## config.mk

```make
export PLATFORM = sky130hd
export DESIGN_NAME = fetch_buffer
export DESIGN_NICKNAME = d
export VERILOG_FILES = /design/src/rtl/bolt_pkg.sv /design/src/rtl/sync_fifo.sv /design/src/rtl/fetch_buffer.sv
export SDC_FILE = /design/constraint.sdc
export NUM_CORES = 1
export LEC_CHECK = 0
export ABC_AREA = 1
export CORE_ASPECT_RATIO = 0.6
export CORE_MARGIN = 2
export CORE_UTILIZATION = 47
export DETAILED_ROUTE_END_ITERATION = 10
export PLACE_DENSITY = 0.79
export SLEW_MARGIN = 20
export SYNTH_ARGS = -nofsm -noshare
export SYNTH_HDL_FRONTEND = slang
export SYNTH_SLANG_ARGS = --single-unit
```

## constraint.sdc

```tcl
create_clock -name clk -period 6.8 [get_ports clk]
set_input_delay 1.02 -clock clk [delete_from_list [all_inputs] [get_ports clk]]
set_output_delay 1.02 -clock clk [all_outputs]
set_load 0.01 [all_outputs]
```

## src/rtl/bolt_pkg.sv

```systemverilog
// bolt_pkg: shared widths, NOP encoding and fetch entry layout for the front end
package bolt_pkg;
    localparam int XLEN = 32;
    localparam logic [XLEN-1:0] NOP_INSTR = 32'h0000_0013;
    typedef struct packed {
        logic [XLEN-1:0] pc;
        logic [XLEN-1:0] instr;
        logic            misalign;
    } fetch_entry_t;
endpackage

```

## src/rtl/sync_fifo.sv

```systemverilog
// sync_fifo: generic single-clock FIFO with synchronous flush taking priority over push/pop
module sync_fifo #(
    parameter int WIDTH = 8,
    parameter int DEPTH = 4,
    localparam int AW = $clog2(DEPTH),
    localparam int CW = $clog2(DEPTH + 1)
) (
    input  logic             clk,
    input  logic             rst_n,
    input  logic             flush,
    input  logic             push,
    input  logic             pop,
    input  logic [WIDTH-1:0] wdata,
    output logic [WIDTH-1:0] rdata,
    output logic [CW-1:0]    count,
    output logic             full,
    output logic             empty
);
    logic [WIDTH-1:0] mem_q [DEPTH];
    logic [AW-1:0] wr_ptr_q, wr_ptr_d, rd_ptr_q, rd_ptr_d;
    logic [CW-1:0] count_q, count_d;
    logic push_ok, pop_ok;
    always_comb begin
        full     = count_q == CW'(DEPTH);
        empty    = count_q == '0;
        push_ok  = push & ~full;
        pop_ok   = pop & ~empty;
        wr_ptr_d = flush ? '0 : wr_ptr_q + AW'(push_ok);
        rd_ptr_d = flush ? '0 : rd_ptr_q + AW'(pop_ok);
        count_d  = flush ? '0 : count_q + CW'(push_ok) - CW'(pop_ok);
        rdata    = mem_q[rd_ptr_q];
        count    = count_q;
    end
    always_ff @(posedge clk or negedge rst_n) begin
        if (!rst_n) begin
            wr_ptr_q <= '0;
            rd_ptr_q <= '0;
            count_q  <= '0;
        end else begin
            wr_ptr_q <= wr_ptr_d;
            rd_ptr_q <= rd_ptr_d;
            count_q  <= count_d;
        end
    end
    // storage is validated by count, so it needs no reset
    always_ff @(posedge clk) begin
        if (push_ok && !flush) mem_q[wr_ptr_q] <= wdata;
    end
endmodule

```

## src/rtl/fetch_buffer.sv

```systemverilog
// fetch_buffer: fetch-to-decode queue with misalign tagging, NOP substitution and redirect flush
module fetch_buffer
    import bolt_pkg::*;
#(
    parameter int DEPTH = 4,
    localparam int CW = $clog2(DEPTH + 1)
) (
    input  logic            clk,
    input  logic            rst_n,
    input  logic            flush_i,
    input  logic            in_valid,
    output logic            in_ready,
    input  logic [XLEN-1:0] in_pc,
    input  logic [XLEN-1:0] in_instr,
    output logic            out_valid,
    input  logic            out_ready,
    output logic [XLEN-1:0] out_pc,
    output logic [XLEN-1:0] out_instr,
    output logic            out_misalign,
    output logic [CW-1:0]   count_o
);
    fetch_entry_t wr_entry, head;
    logic push, pop, full, empty;
    logic [XLEN-1:0] last_pc_q, last_pc_d;
    sync_fifo #(.WIDTH($bits(fetch_entry_t)), .DEPTH(DEPTH)) u_fifo (
        .clk   (clk),
        .rst_n (rst_n),
        .flush (flush_i),
        .push  (push),
        .pop   (pop),
        .wdata (wr_entry),
        .rdata (head),
        .count (count_o),
        .full  (full),
        .empty (empty)
    );
    always_comb begin
        wr_entry     = '{pc: in_pc, instr: in_instr, misalign: in_pc[1:0] != 2'b00};
        in_ready     = ~full & ~flush_i;
        out_valid    = ~empty;
        push         = in_valid & in_ready;
        pop          = out_valid & out_ready;
        // when empty, pc holds the last head shown rather than stale storage
        out_pc       = out_valid ? head.pc : last_pc_q;
        out_instr    = out_valid ? head.instr : NOP_INSTR;
        out_misalign = out_valid & head.misalign;
        last_pc_d    = out_pc;
    end
    always_ff @(posedge clk or negedge rst_n) begin
        if (!rst_n) last_pc_q <= '0;
        else        last_pc_q <= last_pc_d;
    end
endmodule

```

==> results.json <==
{
  "cts_buffer_depth": 3,
  "ff2ff_setup_slack_ps": 3860,
  "cts-root-buf": "clkbuf_16",
  "post-place-ws_ps": 2700,
  "netlist_area_um2": 12400,
  "drcViolationCount": 0,
  "hold_start": "last_pc_q[22]$_DFF_PN0_",
  "num_rows": 45,
  "period_minus_slack_ps": 4720,
  "crit_fanout": 98,
  "hp-class": "register to register",
  "cts_tree": "done",
  "critical_path_class": "register to output pin",
  "leakagePower_nw": 6.42,
  "wl_um": 26300,
  "dp.final_hpwl_um": 15100,
  "r2r_start": "u_fifo.count[1]$_DFF_PN0_",
  "cts_made_buffers": 28,
  "max_slew_margin": 0.297,
  "max-cap-violations": 0,
  "io_pins": 139,
  "die_y_um": 130,
  "r2r_cells": 12,
  "async_flop_share": 0.130,
  "track_usage": 0.198,
  "start_kind": "register",
  "clock-sinks": 299,
  "grt_pass1_wl_um": 41900,
  "hold-path-endpoint": "last_pc_q[22]$_DFF_PN0_",
  "yosys.area.top_type": "edfxtp_1",
  "start_util": 0.484,
  "skew_ps": 15.5,
  "hold_ws_ps": 473,
  "synth.most_common_cell": "nand2_1",
  "antenna_left": 0,
  "finalHoldViolations": 0,
  "dieWidth_um": 213,
  "place.gp.congestion": 0.747,
  "syn_inst": 1161,
  "clock_latency_ps": 540,
  "reg2reg_to": "u_fifo.count[2]$_DFF_PN0_",
  "finalSetupViolations": 0,
  "syn-num-nets": 1235,
  "synth-edff-count": 260,
  "fillers": 2066,
  "required_ps": 5780,
  "cts_hold_buf": 0,
  "rsz0062_at_grt": "false",
  "worstSetupStartpoint": "u_fifo.rd_ptr_q[0]$_DFF_PN0_",
  "synth.yosys.warnings": 0,
  "grt_max_degree": 99,
  "grt_pass1_vias": 7829,
  "tns_ps": 0,
  "ys_ff_latch": 299,
  "clk_pin_slew_worst_paths_ps": 60,
  "worst_slew_pin_slew_ps": 1050,
  "p_per_area_nw_per_um2": 383,
  "fmax_ghz": 0.212,
  "die_area_um2": 27700,
  "post_cts_buffers": 0,
  "yosys.area.top_type_share": 0.631,
  "dr.pass1.iters": 5,
  "nNetsFinal": 1365,
  "vias_per_cell": 4.80,
  "wl_per_cell_um": 15.8,
  "hold_depth": 2,
  "portBuffers": 138,
  "fin_util": 0.584,
  "htree_num_levels": 1,
  "synth.yosys.seq_area_share": 0.710,
  "area_growth_pct": 20.6,
  "cts_resized": 0,
  "core_um2": 25600,
  "syn_area_per_cell_um2": 10.7,
  "num_vias": 7989,
  "antenna_found_initial": 1,
  "status": "finished clean",
  "synthTopCellsByArea": "edfxtp_1 (63%), nand2_1 (13%), dfrtp_1 (7.9%), inv_1 (6.1%), nand3_1 (4.0%)",
  "synth.distinct_cells": 23,
  "synth_ff_type": "edfxtp_1",
  "cp-end-kind": "output pin",
  "final-max-slew-violation-count": 0,
  "yosys-top-cells-count": "nand2_1 (442), edfxtp_1 (260), inv_1 (202), nand3_1 (99), dfrtp_1 (39)",
  "grt_overflow": 0,
  "period_share": 0.694,
  "dpl.cell_count": 1613,
  "drive_gt1_frac": 0.0503,
  "first_iter_violations": 563,
  "ir_drop_mv": 0.325,
  "final_cells": 1665,
  "antenna_cells": 0,
  "cp.arrival_ps": 3700,
  "worst_slack_ps": 2080
}
==> placed cells by master, fill, tap and decap left out, types with 2 or more instances in the layout <==
cell type	netlist	final
inv_1	202	202
ha_1	4	4
nor2_1	8	8
nor3_2	0	4
edfxtp_1	260	260
o211ai_1	6	6
clkinv_1	0	4
clkbuf_1	14	9
nand2_1	442	442
buf_4	1	14
inv_2	3	2
a21oi_1	33	33
nand3_1	99	99
or2_1	3	3
dfrtp_1	39	37
clkdlybuf4s50_1	0	137
clkbuf_16	0	29
clkinv_2	0	6
==> sequential cells by signal, summed over array words and instances, names as in the netlist <==
| register | cells |
|---|---|
| u_fifo.count | 3 |
| u_fifo.rd_ptr_q | 2 |
| u_fifo.wr_ptr_q | 2 |
| u_fifo.mem_q | 260 |
| last_pc_q | 32 |
==> worst max path at each step <==
stage                                               to  cells past startpoint
after floorplan           u_fifo.mem_q[0][0]$_DFFE_PP_                      3
after global placement                   out_instr[10]                      7
after detailed placement                 out_instr[20]                      7
after CTS                                out_instr[20]                      7
after global routing                     out_instr[20]                      7
final                                       out_pc[23]                      8
==> cell type report <==
| class | count | area (µm²) | area share |
|---|---|---|---|
| flip-flops and latches | 299 | 8790 | 0.589 |
| multi-input cells | 605 | 2570 | 0.172 |
| repair buffers | 152 | 1480 | 0.0993 |
| clock buffers | 39 | 773 | 0.0518 |
| inverters | 205 | 772 | 0.0517 |
| well taps | 352 | 440 | 0.0295 |
| clock inverters | 13 | 91.3 | 0.00612 |
==> through the flow <==
step / power [mW] / instance area (µm²)
finish: 5.72 / 14900
global route: 6.09 / 14900
global placement: 4.26 / 14100
floorplan: 3.40 / 12400
detailed placement: 4.30 / 14100
CTS: 5.79 / 14900
==> worst max-delay path, stage by stage, from the launching register on <==
cell,delay (ps)
dfrtp_4,720
inv_4,840
buf_4,500
nand2_1,110
nand3_1,100
nand2_1,130
nand2_1,80
nand2_1,80
clkdlybuf4s50_1,480
==> kinds of logic after synthesis <==
kind of cell | synth area share
fa+ha+maj | 0.00567
xor+xnor | 0.000708
simple gates | 0.183
flops | 0.710
compound gates | 0.0174
buf+inv | 0.0835
==> per-layer routing <==
layer | track usage | vias up | wire length, µm
li1 | - | 3945 | -
met1 | 0.272 | 3788 | 11900
met2 | 0.323 | 220 | 12200
met3 | 0.0477 | 34 | 1820
met4 | 0.0404 | 2 | 385
met5 | 0 | - | 13
==> where the power goes <==
| part | switching, mW | total, mW | internal (mW) |
|---|---|---|---|
| clock | 0.641 | 1.47 | 0.831 |
| combinational | 1.12 | 1.96 | 0.836 |
| sequential | 0.103 | 2.29 | 2.19 |
No activity file was read; power rests on OpenSTA's default activity.
